--- config.mk ---
export PLATFORM = sky130hd
export DESIGN_NAME = cache_traffic_gen_flat
export DESIGN_NICKNAME = d
export VERILOG_FILES = /design/src/rtl/cache_tg_pkg.sv /design/src/rtl/cache_traffic_gen_if.sv /design/src/rtl/cache_tg_pattern.sv /design/src/rtl/cache_traffic_gen.sv /design/src/flat_wrapper.sv
export SDC_FILE = /design/constraint.sdc
export NUM_CORES = 1
export LEC_CHECK = 0
export BUFFER_PORTS_ARGS = -buffer_cell sky130_fd_sc_hd__buf_2
export CORE_UTILIZATION = 53
export CTS_BUF_LIST = sky130_fd_sc_hd__clkbuf_16
export DETAILED_ROUTE_END_ITERATION = 16
export GPL_ROUTABILITY_DRIVEN = 0
export HOLD_SLACK_MARGIN = 0.12
export PLACE_DENSITY = 0.88
export SLEW_MARGIN = 20
export SYNTH_ARGS = -nofsm -noshare
export SYNTH_HDL_FRONTEND = slang
export SYNTH_HIERARCHICAL = 1
export SYNTH_SLANG_ARGS = --single-unit
export TNS_END_PERCENT = 10
--- constraint.sdc ---
create_clock -name clk -period 3.2 [get_ports clk]
set_input_delay 0.64 -clock clk [delete_from_list [all_inputs] [get_ports clk]]
set_output_delay 0.64 -clock clk [all_outputs]
set_load 0.02 [all_outputs]
--- src/rtl/cache_tg_pkg.sv ---
// Shared types and constants for the cache traffic generator.
// Holds the run modes, sequencer states and the fixed access size.
package cache_tg_pkg;

    typedef enum logic [1:0] {
        MODE_WR         = 2'd0,
        MODE_RD         = 2'd1,
        MODE_WR_THEN_RD = 2'd2,
        MODE_ALT        = 2'd3
    } mode_e;

    typedef enum logic [1:0] {
        IDLE     = 2'd0,
        ISSUE    = 2'd1,
        WAIT_RSP = 2'd2,
        DONE     = 2'd3
    } state_e;

    localparam logic [2:0] REQ_SIZE_8B = 3'd3;

    function automatic logic [15:0] sat_inc(input logic [15:0] v);
        return (v == 16'hFFFF) ? v : v + 16'd1;
    endfunction

endpackage

--- src/rtl/cache_traffic_gen_if.sv ---
// CPU-side request/response port of the L1 data cache.
// The generator is the master; the cache (or a model of it) is the slave.
interface cache_traffic_gen_if #(
    parameter int unsigned ADDR_W  = 64,
    parameter int unsigned DATA_W  = 64,
    parameter int unsigned RDATA_W = 128
);
    logic               req_valid;
    logic               req_ready;
    logic               req_we;
    logic [ADDR_W-1:0]  req_addr;
    logic [DATA_W-1:0]  req_wdata;
    logic [2:0]         req_size;
    logic               rsp_valid;
    logic [RDATA_W-1:0] rsp_data;

    modport master (
        output req_valid, req_we, req_addr, req_wdata, req_size,
        input  req_ready, rsp_valid, rsp_data
    );

    modport slave (
        input  req_valid, req_we, req_addr, req_wdata, req_size,
        output req_ready, rsp_valid, rsp_data
    );
endinterface

--- src/rtl/cache_tg_pattern.sv ---
// Strided address and data pattern generator, purely combinational.
// The issue path and the read-check path use the same pattern function.
module cache_tg_pattern #(
    parameter int unsigned        ADDR_W    = 64,
    parameter int unsigned        DATA_W    = 64,
    parameter int unsigned        IDX_W     = 4,
    parameter logic [ADDR_W-1:0]  BASE_ADDR = ADDR_W'(4096),
    parameter logic [ADDR_W-1:0]  STRIDE    = ADDR_W'(4096),
    parameter logic [DATA_W-1:0]  SEED      = DATA_W'(64'hA5A5_0000_0000_0000)
) (
    input  logic [IDX_W-1:0]  idx,
    output logic [ADDR_W-1:0] idx_addr,
    output logic [DATA_W-1:0] idx_data,
    input  logic [ADDR_W-1:0] chk_addr,
    output logic [DATA_W-1:0] chk_data
);
    function automatic logic [DATA_W-1:0] pattern(input logic [ADDR_W-1:0] a);
        return SEED ^ DATA_W'(a[31:0]);
    endfunction

    // Address arithmetic is ADDR_W wide so it wraps silently.
    assign idx_addr = BASE_ADDR + ADDR_W'(idx) * STRIDE;
    assign idx_data = pattern(idx_addr);
    assign chk_data = pattern(chk_addr);
endmodule

--- src/rtl/cache_traffic_gen.sv ---
// Strided request sequencer for the L1 data cache CPU port.
// state    | meaning
// IDLE     | waiting for start
// ISSUE    | req_valid high, holding request until req_ready
// WAIT_RSP | one request outstanding, timeout running
// DONE     | one-cycle done pulse, then back to IDLE
module cache_traffic_gen
    import cache_tg_pkg::*;
#(
    parameter int unsigned        ADDR_W    = 64,
    parameter int unsigned        DATA_W    = 64,
    parameter int unsigned        RDATA_W   = 128,
    parameter int unsigned        NUM_OPS   = 16,
    parameter logic [ADDR_W-1:0]  BASE_ADDR = ADDR_W'(4096),
    parameter logic [ADDR_W-1:0]  STRIDE    = ADDR_W'(4096),
    parameter logic [DATA_W-1:0]  SEED      = DATA_W'(64'hA5A5_0000_0000_0000),
    parameter int unsigned        TIMEOUT   = 64
) (
    input  logic                 clk,
    input  logic                 rst,
    input  logic                 start,
    input  logic [1:0]           mode,
    cache_traffic_gen_if.master  bus,
    output logic                 busy,
    output logic                 done,
    output logic [15:0]          err_count,
    output logic [15:0]          op_count
);
    localparam int unsigned IDX_W = (NUM_OPS > 1) ? $clog2(NUM_OPS) : 1;
    localparam int unsigned TMR_W = (TIMEOUT > 0) ? $clog2(TIMEOUT + 1) : 1;

    state_e             state_q, state_d;
    mode_e              mode_q, mode_sel;
    logic [IDX_W-1:0]   idx_q, nxt_idx, pat_idx;
    logic               pass_q, nxt_pass, nxt_we;
    logic [TMR_W-1:0]   tmr_q;
    logic               req_we_q;
    logic [ADDR_W-1:0]  req_addr_q, pat_addr;
    logic [DATA_W-1:0]  req_wdata_q, pat_data, chk_data;
    logic [15:0]        err_q, ops_q;
    logic               load_req, accept, rsp_hit, timed_out, op_end;
    logic               last_idx, last_op, rd_bad;
    logic               unused_rsp;

    cache_tg_pattern #(
        .ADDR_W    (ADDR_W),
        .DATA_W    (DATA_W),
        .IDX_W     (IDX_W),
        .BASE_ADDR (BASE_ADDR),
        .STRIDE    (STRIDE),
        .SEED      (SEED)
    ) u_pattern (
        .idx      (pat_idx),
        .idx_addr (pat_addr),
        .idx_data (pat_data),
        .chk_addr (req_addr_q),
        .chk_data (chk_data)
    );

    assign mode_sel  = (state_q == IDLE) ? mode_e'(mode) : mode_q;
    assign accept    = (state_q == ISSUE) && bus.req_ready;
    assign rsp_hit   = (state_q == WAIT_RSP) && bus.rsp_valid;
    assign timed_out = (state_q == WAIT_RSP) && !bus.rsp_valid && (tmr_q == '0);
    assign op_end    = rsp_hit || timed_out;
    assign last_idx  = (idx_q == IDX_W'(NUM_OPS - 1));
    assign last_op   = last_idx && ((mode_q != MODE_WR_THEN_RD) || pass_q);
    assign rd_bad    = rsp_hit && !req_we_q && (bus.rsp_data[DATA_W-1:0] != chk_data);
    assign unused_rsp = ^bus.rsp_data;

    // Index/pass of the request about to be loaded; ALT reads revisit idx-1.
    always_comb begin
        nxt_idx  = '0;
        nxt_pass = 1'b0;
        nxt_we   = 1'b1;
        if (state_q != IDLE) begin
            if (last_idx) begin
                nxt_idx  = '0;
                nxt_pass = 1'b1;
            end else begin
                nxt_idx  = idx_q + IDX_W'(1);
                nxt_pass = pass_q;
            end
        end
        case (mode_sel)
            MODE_WR:         nxt_we = 1'b1;
            MODE_RD:         nxt_we = 1'b0;
            MODE_WR_THEN_RD: nxt_we = !nxt_pass;
            MODE_ALT:        nxt_we = !nxt_idx[0];
            default:         nxt_we = 1'b1;
        endcase
        pat_idx = (mode_sel == MODE_ALT && nxt_idx[0]) ? nxt_idx - IDX_W'(1) : nxt_idx;
    end

    always_ff @(posedge clk) begin
        if (rst) state_q <= IDLE;
        else     state_q <= state_d;
    end

    always_comb begin
        state_d  = state_q;
        load_req = 1'b0;
        case (state_q)
            IDLE: begin
                if (start) begin
                    state_d  = ISSUE;
                    load_req = 1'b1;
                end
            end
            ISSUE: begin
                if (bus.req_ready) state_d = WAIT_RSP;
            end
            WAIT_RSP: begin
                if (op_end) begin
                    if (last_op) begin
                        state_d = DONE;
                    end else begin
                        state_d  = ISSUE;
                        load_req = 1'b1;
                    end
                end
            end
            DONE:    state_d = IDLE;
            default: state_d = IDLE;
        endcase
    end

    always_ff @(posedge clk) begin
        if (rst) begin
            mode_q      <= MODE_WR;
            idx_q       <= '0;
            pass_q      <= 1'b0;
            tmr_q       <= '0;
            req_we_q    <= 1'b0;
            req_addr_q  <= '0;
            req_wdata_q <= '0;
            err_q       <= '0;
            ops_q       <= '0;
        end else begin
            if (state_q == IDLE && start) begin
                mode_q <= mode_e'(mode);
                err_q  <= '0;
                ops_q  <= '0;
            end
            if (load_req) begin
                idx_q       <= nxt_idx;
                pass_q      <= nxt_pass;
                req_we_q    <= nxt_we;
                req_addr_q  <= pat_addr;
                req_wdata_q <= pat_data;
            end
            // Down-counter: terminal count 0 marks TIMEOUT cycles since acceptance.
            if (accept)
                tmr_q <= TMR_W'(TIMEOUT);
            else if (state_q == WAIT_RSP && tmr_q != '0)
                tmr_q <= tmr_q - TMR_W'(1);
            if (op_end) begin
                ops_q <= sat_inc(ops_q);
                if (rd_bad || timed_out) err_q <= sat_inc(err_q);
            end
        end
    end

    assign bus.req_valid = (state_q == ISSUE);
    assign bus.req_we    = req_we_q;
    assign bus.req_addr  = req_addr_q;
    assign bus.req_wdata = req_wdata_q;
    assign bus.req_size  = REQ_SIZE_8B;
    assign busy          = (state_q == ISSUE) || (state_q == WAIT_RSP);
    assign done          = (state_q == DONE);
    assign err_count     = err_q;
    assign op_count      = ops_q;
endmodule

--- src/flat_wrapper.sv ---
// flat-port wrapper written by rule: the top's interface ports become plain ports
module cache_traffic_gen_flat import cache_tg_pkg::*;
#(
    parameter int unsigned        ADDR_W    = 64,
    parameter int unsigned        DATA_W    = 64,
    parameter int unsigned        RDATA_W   = 128,
    parameter int unsigned        NUM_OPS   = 16,
    parameter logic [ADDR_W-1:0]  BASE_ADDR = ADDR_W'(4096),
    parameter logic [ADDR_W-1:0]  STRIDE    = ADDR_W'(4096),
    parameter logic [DATA_W-1:0]  SEED      = DATA_W'(64'hA5A5_0000_0000_0000),
    parameter int unsigned        TIMEOUT   = 64
)
  (clk, rst, start, mode, busy, done, err_count, op_count, bus_req_valid, bus_req_we, bus_req_addr, bus_req_wdata, bus_req_size, bus_req_ready, bus_rsp_valid, bus_rsp_data);
  cache_traffic_gen_if #(.ADDR_W(ADDR_W), .DATA_W(DATA_W), .RDATA_W(RDATA_W)) bus_i ();
  input  logic clk;
  input  logic rst;
  input  logic start;
  input  logic [1:0] mode;
  output logic busy;
  output logic done;
  output logic [15:0] err_count;
  output logic [15:0] op_count;
  output wire logic [$bits(bus_i.req_valid)-1:0] bus_req_valid;
  output wire logic [$bits(bus_i.req_we)-1:0] bus_req_we;
  output wire logic [$bits(bus_i.req_addr)-1:0] bus_req_addr;
  output wire logic [$bits(bus_i.req_wdata)-1:0] bus_req_wdata;
  output wire logic [$bits(bus_i.req_size)-1:0] bus_req_size;
  input wire logic [$bits(bus_i.req_ready)-1:0] bus_req_ready;
  input wire logic [$bits(bus_i.rsp_valid)-1:0] bus_rsp_valid;
  input wire logic [$bits(bus_i.rsp_data)-1:0] bus_rsp_data;
  assign bus_req_valid = bus_i.req_valid;
  assign bus_req_we = bus_i.req_we;
  assign bus_req_addr = bus_i.req_addr;
  assign bus_req_wdata = bus_i.req_wdata;
  assign bus_req_size = bus_i.req_size;
  assign bus_i.req_ready = bus_req_ready;
  assign bus_i.rsp_valid = bus_rsp_valid;
  assign bus_i.rsp_data = bus_rsp_data;
  cache_traffic_gen #(.ADDR_W(ADDR_W), .DATA_W(DATA_W), .RDATA_W(RDATA_W), .NUM_OPS(NUM_OPS), .BASE_ADDR(BASE_ADDR), .STRIDE(STRIDE), .SEED(SEED), .TIMEOUT(TIMEOUT)) u_core (.clk(clk), .rst(rst), .start(start), .mode(mode), .bus(bus_i), .busy(busy), .done(done), .err_count(err_count), .op_count(op_count));
endmodule
==> After elaboration in Yosys (flattened, before gate mapping) <==
Index checks and enable logic that the tools add are counted.
{ "word_totals": {"register_bits": 99, "in_bits": 135} }
{ "op_classes": {"addsub": 6, "n_eq_ne": 16, "muxes": 25, "reduce_logical": 28} }
{ "op_table": {"columns": ["op", "n"], "rows": [
  ["16-bit two-way mux", 7],
  ["64-bit inequality test", 1],
  ["16-bit by 1-bit adder with 16-bit output (second input constant)", 2],
  ["16-bit == test (second input constant)", 2],
  ["13-bit by 16-bit adder with 17-bit output (first input constant)", 1],
  ["7-bit two-way mux", 2],
  ["4-bit two-way mux", 3],
  ["1-bit logical AND", 10],
  ["2-bit two-way mux", 5],
  ["2-bit == test (second input constant)", 4],
  ["2-bit case mux with 4 select lines", 1],
  ["7-bit zero test", 1],
  ["7-bit nonzero test", 1],
  ["7-bit by 1-bit subtractor with 7-bit output (second input constant)", 1],
  ["2-bit inequality test (second input constant)", 3],
  ["2-bit nonzero test", 3],
  ["1-bit two-way mux", 5],
  ["4-bit by 1-bit adder with 4-bit output (second input constant)", 1],
  ["2-bit by 1-bit == test with 1-bit output (second input constant)", 2],
  ["4-bit == test (second input constant)", 1],
  ["1-bit zero test", 4],
  ["2-bit zero test", 2],
  ["1-bit logical OR", 4],
  ["2-bit by 1-bit inequality test with 1-bit output (second input constant)", 2],
  ["other kinds (7)", 7]
]} }

==> Longest topological paths before layout <==
Gate-level depths: netlist (run 1).
{ "depth": {"word_depth": 7, "ltp_mapped": 12, "mapped_depth_nobuf": 9} }

==> By module <==
Netlist (run 1), hierarchy kept.
{ "modules_own_cells": {"columns": ["module", "n_inst", "area_per_inst_um2", "cells_per_inst"], "rows": [
  ["cache_traffic_gen", 1, 7687.4, 964],
  ["cache_tg_pattern", 1, 1457.6, 195]
]} }

==> Worst setup path before layout (run 1) <==
No wires, ideal clock.
{ "synth_path": {"path_type": "reg2reg", "from": "register u_core.err_q[0], in the netlist u_core/err_count[0]", "to": "register u_core.err_q[2], in the netlist u_core/err_count[2]", "setup_slack_ps": 902, "required_ps": 3078, "t_arrival_ps": 2177, "stages_incl_launch_ff": 10, "setup_time_ps": 122, "cell_sequence": "dfxtp_1 -> ha_1 -> nand2_1 -> or4_1 -> nor3_2 -> nor3_1 -> a21oi_2 -> buf_6 -> nor2_2 -> a221o_1"} }
{ "synth_via": {"elab_chain_cells": 4} }
{ "synth_rtl": {"columns": ["element", "line", "text"], "rows": [
  ["start, declared", "cache_traffic_gen.sv:40", "logic [15:0] err_q, ops_q;"],
  ["start signal, assigned", "cache_traffic_gen.sv:158", "if (rd_bad || timed_out) err_q <= sat_inc(err_q);"],
  ["16-bit by 1-bit adder with 16-bit output", "cache_tg_pkg.sv:22", "return (v == 16'hFFFF) ? v : v + 16'd1;"],
  ["16-bit two-way mux", "cache_tg_pkg.sv:22", null],
  ["16-bit two-way mux", "cache_traffic_gen.sv:158", null],
  ["16-bit two-way mux", "cache_traffic_gen.sv:156", "if (op_end) begin"]
]} }
Parallel ways exist; a longest one is shown, timed or not. The select of a mux whose other input is x is not followed.
A chain may end at the register's enable or synchronous reset.

==> Worst setup path in the final report (run 1) <==
{ "layout_path": {"from": "register u_core.tmr_q[0]", "to": "register u_core.err_q[2], in the netlist u_core/err_count[2]"} }
{ "layout_via": {"elab_chain_cells": 5} }
{ "layout_rtl": {"columns": ["element", "line", "text"], "rows": [
  ["start, declared", "cache_traffic_gen.sv:36", "logic [TMR_W-1:0] tmr_q;"],
  ["start signal, assigned", "cache_traffic_gen.sv:153", "tmr_q <= TMR_W'(TIMEOUT);"],
  ["start signal, assigned", "cache_traffic_gen.sv:155", "tmr_q <= tmr_q - TMR_W'(1);"],
  ["7-bit zero test (*)", "cache_traffic_gen.sv:63", "assign timed_out = (state_q == WAIT_RSP) && !bus.rsp_valid && (tmr_q == '0);"],
  ["1-bit logical AND (*)", "cache_traffic_gen.sv:63", null],
  ["1-bit logical OR", "cache_traffic_gen.sv:158", null],
  ["16-bit two-way mux", "cache_traffic_gen.sv:158", null],
  ["16-bit two-way mux", "cache_traffic_gen.sv:156", null]
]} }
Every way passes the cells marked *; elsewhere a longest branch is shown, timed or not.

==> flow_summary.toml, run 1 <==
[placement]
place_ws_ns = 0.268
port_buffers = 234
place_area_sq_um = 9590
dp_hpwl_microns = 14100

[pwr]
p_leak_nw = 4.61
pwr_density_cell_nw_per_um2 = 693
worst_ir_drop_vdd_mv = 0.499
power_w = 0.00703

[outcome]
status = "finished clean"

[cts]
clock_sinks = 177
cts_max_level = 4
cts_setup_buffers = 0
ctsRootBufferMaster = "clkbuf_16"
post_cts_resized = 0
clk_path_buf_depth = 2
cts_made_buffers = 17
ctsHoldBuffers = 0
cts_tree = "built"
clk_pin_slew_ns = 0.07
clkLatencyLatePin_ns = 0.42

[global_route]
grt_pass1_vias = 6651
grt_usage_pct = 21.9
grt_first_pass_wirelength_microns = 31600
antenna_found_initial = 0
grt_max_degree = 132
grt_remaining_overflow = 0

[timing]
setup_slack_ns = 0.621
tightest_slew_ns = 0.772
period_share_pct = 80.6
period_minus_slack_ns = 2.58
report.final.slew_viol_count = 0
finalHoldViolCount = 0
fin_skew_ns = 0.00834
fmax_mhz = 388
rsz0062_at_grt = "false"
relSlewSlack_pct = 48.5
setup_viol = 0
setup_tns_ns = 0

[logic_synthesis]
ys_warn_count = 6
synth_ff_type = "dfxtp_1"
async_flop_share_pct = 0
yosysSeqAreaShare_pct = 38.7
synth_cell_types = 56
syn_area_per_cell_sq_um = 7.89
netlist_instances = 1159
synth_edf_count = 0
synth_seq_cells = 177
synth_area_sq_um = 9150

[worst_hold_path]
hold_path_class = "flip-flop to flip-flop"

[cells_and_area]
diodes = 0
area_growth_pct = 11.0
layout-drive-gt1-share_pct = 21.5
utilization_pct = 60.8
finalInstanceArea_sq_um = 10200
final_nets = 1472

[floorplan]
core_sq_um = 16700
pin_count = 302
chipHeight_microns = 133
start_util_pct = 54.8
dieArea_sq_um = 17800
die_w_microns = 133
core.rowCount = 47

[critical_path]
crit_arrival_ns = 2.89
cp.required_ns = 3.51
crit_fanout = 13
crit_path_end_kind = "flip-flop"
crit_type = "flip-flop to flip-flop"
cp-start-kind = "flip-flop"

[drt]
first_iter_violations = 361
drtAntennaViolNets = 0
via_per_inst = 4.75
vias = 7416
routedWlPerCell_microns = 12.5
drc = 0
wirelength_microns = 19500
drtPass1Iterations = 4

[job]
maxCapViolCount = 0
==> registers in the layout, indices dropped and copies added, names as in the netlist <==
| register | count |
|---|---|
| u_core/idx_q | 4 |
| u_core/bus.req_wdata | 64 |
| u_core/bus.req_we | 1 |
| u_core/state_q | 2 |
| u_core/pass_q | 1 |
| u_core/err_count | 16 |
| u_core/mode_q | 2 |
| u_core/bus.req_addr | 64 |
| u_core/tmr_q | 7 |
| u_core/op_count | 16 |
==> kinds of logic after synthesis <==
logic type | synth area share [%]
AO/OA/AOI/OAI | 12.5
other | 0.164
flip-flops | 38.7
XOR/XNOR | 8.04
buffers and inverters | 18.6
multiplexers | 0.219
adder cells (fa/ha/maj) | 1.37
AND/OR/NAND/NOR | 20.3
==> critical path, stage by stage (launching register included) <==
cell and delay, ns:
dfxtp_1 0.35, inv_1 0.10, ha_1 0.15, nor2b_1 0.26
a21o_4 0.19, nand2_2 0.20, nor3_1 0.29, a21oi_2 0.08
buf_4 0.19, and2_1 0.27, a221o_1 0.38
==> placed cells by master (no fill, tap or decap), types with 4 or more instances in the layout <==
cell type and n:
a311oi_1 4, xor2_1 10, nand3_1 11, a21oi_1 150, or3_1 4, inv_1 12, nor2_1 41, nor3_1 12
nand2_1 292, nor4_1 11, ha_1 10, clkinvlp_4 4, buf_4 7, and3_1 11, conb_1 153, buf_2 233
a211oi_1 4, a21o_1 6, clkbuf_16 17, nor2b_1 5, dfxtp_1 177, a22o_1 5, nand4_1 19, xnor2_1 74
o21ai_0 10
==> path summary, 6_finish.rpt <==
kind                                               start                        to  slack [ns]  cells after the start
worst max-delay path                     u_core/tmr_q[0]       u_core/err_count[2]        0.62                     10
worst min-delay path            u_core/bus.req_wdata[56]  u_core/bus.req_wdata[56]        0.45                      2
worst max register to register           u_core/tmr_q[0]       u_core/err_count[2]        0.62                     10
worst min register to register  u_core/bus.req_wdata[56]  u_core/bus.req_wdata[56]        0.45                      2
==> cell usage after synthesis, drive strengths merged, types with 2 or more instances <==
master | count | share of area (%)
a311oi | 4 | 0.38
and2 | 3 | 0.21
a31oi | 2 | 0.14
or2 | 3 | 0.21
clkbuf | 29 | 1.2
nor4 | 12 | 0.99
o21ai | 13 | 0.75
nand4 | 19 | 1.3
dfxtp | 177 | 39
mux2i | 2 | 0.22
inv | 12 | 0.49
or3 | 4 | 0.27
buf | 213 | 17
a21o | 7 | 0.66
or4 | 3 | 0.25
conb | 4 | 0.16
xnor2 | 74 | 7.1
nor3b | 3 | 0.25
and3 | 12 | 0.83
nor3 | 13 | 0.77
nand2b | 3 | 0.21
a211oi | 4 | 0.33
nand3 | 11 | 0.60
ha | 10 | 1.4
xor2 | 10 | 0.96
nor2b | 5 | 0.34
nand2 | 293 | 12
nor2 | 43 | 1.8
a22o | 5 | 0.48
a21oi | 151 | 8.3
==> report_power, final <==
part           leakage, nW  internal, W  switching (W)  total, W
Sequential            1.45      0.00254       0.000217   0.00275
Combinational         2.90     0.000749        0.00156   0.00231
Clock                0.265      0.00108       0.000893   0.00197
Total                 4.61      0.00436        0.00267   0.00703
==> layer usage <==
metal | vias to the layer above | wire length, microns | global-route usage (%)
li1 | 3798 | - | -
met1 | 3416 | 8220 | 25.5
met2 | 186 | 9990 | 39.3
met3 | 16 | 1130 | 5.44
met4 | 0 | 218 | 6.94
met5 | - | 0 | 0
==> final cells by class <==
| cell class | count | area, sq um |
|---|---|---|
| Clock buffer | 17 | 425 |
| Clock inverter | 15 | 134 |
| Fill cell | 1445 | 6550 |
| Inverter | 12 | 45.0 |
| Multi-Input combinational cell | 877 | 4470 |
| Sequential cell | 177 | 3540 |
| Tap cell | 220 | 275 |
| Timing Repair Buffer | 242 | 1260 |
==> metrics by stage <==
| step | hold slack [ns] | std cells |
|---|---|---|
| 6_report | 0.447 | 1560 |
| 5_1_grt | 0.447 | 1560 |
| 4_1_cts | 0.444 | 1560 |
| 3_5_place_dp | 0.440 | 1528 |
| 3_3_place_gp | 0.435 | 1528 |
| 2_1_floorplan | 0.453 | 1308 |
Note: power is estimated with default switching activity, not from simulation.
==> inputs of run 2 (changes only) <==
- CORE_UTILIZATION: 53 -> 48
- PLACE_DENSITY: 0.88 -> 0.84
- clock period: 3.2 -> 2.1 ns (I/O delays scaled with it)
==> run 2 against run 1 <==
The run now ends with negative setup slack left. Wire length is 9.6% higher. Largest power group unchanged. Worst hold slack worse by 0.16 ns. Die area is 10% higher. Power is 65% higher. Critical path depth stayed put. Register-to-register slack worse by 0.86 ns. Maximum frequency is 10% higher. Non-clock buffer count is 75 higher. Global-route usage is 1.2 points lower. Clock skew is 0.0037 ns higher. First-iteration DRC count is 13% higher. Critical endpoint is now u_core/err_count[0].
==> flow_summary.toml, run 2 (same netlist as run 1, synthesis figures left out) <==
[pwr]
power.net_switching_w = 0.00430
swShare_pct = 37.1
power_frac_clock_pct = 27.9
power_w = 0.0116
p_int_w = 0.00729
p_comb_share_pct = 35.8
worst_ir_drop_vdd_mv = 0.552
p_seq_share_pct = 36.3
pwr_density_cell_nw_per_um2 = 1040
p_leak_nw = 5.11

[worst_hold_path]
hold_path_class = "input port to flip-flop"

[timing]
relSlewSlack_pct = 63.3
period_share_pct = 111
finalHoldViolCount = 0
fin_skew_ns = 0.0121
setup_slack_ns = -0.236
fmax_mhz = 428
tightest_slew_ns = 0.550
report.final.slew_viol_count = 0
rsz0062_at_grt = "true"
period_minus_slack_ns = 2.34
setup_viol = 14

[cts]
clk_pin_slew_ns = 0.07
cts_made_buffers = 17
clk_path_buf_depth = 2
clkLatencyLatePin_ns = 0.43
clock_sinks = 177
ctsRootBufferMaster = "clkbuf_16"
cts_max_level = 4
cts_tree = "built"
ctsHoldBuffers = 0

[critical_path]
crit_type = "flip-flop to flip-flop"
cp-start-kind = "flip-flop"
crit_arrival_ns = 2.65
cp.required_ns = 2.41
crit_path_end_kind = "flip-flop"
crit_fanout = 5

[cells_and_area]
layout-drive-gt1-share_pct = 32.7
area_growth_pct = 22.3
fill_cells = 1613
seqCellArea_sq_um = 3600
multiInputGateArea_sq_um = 4780
finalInstanceArea_sq_um = 11200
mostFrequentLayoutCells = "nand2_1, buf_2, conb_1"
final_nets = 1547
mostFrequentLayoutCell = "nand2_1"

[placement]
place_ws_ns = -0.583
port_buffers = 234
place_area_sq_um = 10200
dp_hpwl_microns = 14800

[outcome]
status = "finished with violations"
violations = "negative setup slack"

[global_route]
antenna_found_initial = 1
grt_usage_pct = 20.7
grt_max_degree = 67
grt_first_pass_wirelength_microns = 33100
grt_pass1_vias = 7257
grt_remaining_overflow = 0

[floorplan]
die_w_microns = 140
pin_count = 302
core.rowCount = 50
core_sq_um = 18700
start_util_pct = 48.9
chipHeight_microns = 140
dieArea_sq_um = 19600

[drt]
drc = 0
routedWlPerCell_microns = 13.0
wirelength_microns = 21400
vias = 7836
drtAntennaViolNets = 0
via_per_inst = 4.75
first_iter_violations = 409
drtPass1Iterations = 5

[job]
maxCapViolCount = 0
-- run 2: cell count changes in the layout (fill, tap and decap cells not counted), sizes merged --
cell / delta
clkinvlp: -2
clkinv: -3
clkbuf: +1
inv: +3
diode: +1
bufinv: +1
buf: +75
-- run 2: layout make-up --
cell class	count	share of cell area (%)
inverters	12	0.403
repair buffers	317	16.7
well taps	234	2.62
clock buffers	18	4.03
multi-input cells	877	42.7
diodes	1	0.0224
flip-flops and latches	177	32.1
clock inverters	14	1.34
-- run 2: per-layer routing --
layer | vias to the layer above | share of wire, % | GRT usage [%]
met5 | - | 0 | 0
met4 | 0 | 2.0 | 6.77
met2 | 241 | 50 | 36.7
met3 | 39 | 5.5 | 5.64
li1 | 3943 | - | -
met1 | 3613 | 42 | 24.1
-- run 2: path summary, 6_finish.rpt --
kind                                 start                  endpoint  slack [ns]  depth (start not counted)
setup / recovery       u_core/err_count[0]       u_core/err_count[0]       -0.24                         10
hold / removal               bus_req_ready           u_core/tmr_q[6]        0.29                          3
setup reg to reg       u_core/err_count[0]       u_core/err_count[0]       -0.24                         10
hold reg to reg   u_core/bus.req_wdata[27]  u_core/bus.req_wdata[27]        0.45                          2
-- run 2: through the flow --
step           hold slack (ns)  util [%]  TNS, ns  std cells
6_report                 0.287      59.8    -1.96       1650
3_5_place_dp             0.440      54.7    -6.90       1613
5_1_grt                  0.277      59.8    -5.50       1650
4_1_cts                  0.227      58.4    -1.47       1648
3_3_place_gp             0.435      54.7    -6.15       1613
2_1_floorplan            0.453         -  -0.0501       1308
-- run 2: what timing repair did --
item                       4_1_cts  5_1_grt
setup buffers                    3        1
pin swaps                        4       10
gates resized for setup         17       65
setup endpoints to repair      100      160
-- run 2: power groups by stage --
stage,clock (W),combinational [W],sequential [W]
after floorplan,0,0.00231,0.00482
after global placement,0,0.00382,0.00424
after detailed placement,0,0.00389,0.00426
after CTS,0.00331,0.00395,0.00420
after global routing,0.00346,0.00453,0.00427
final,0.00323,0.00415,0.00420
-- run 2: worst max-delay path, stage by stage (launching register included) --
cell	delay (ns)
dfxtp_4	0.35
ha_2	0.17
nand2_1	0.05
or4_1	0.55
nor3_4	0.28
nor3_4	0.09
a21oi_4	0.20
buf_4	0.14
buf_6	0.10
xor2_1	0.21
nor2_1	0.08
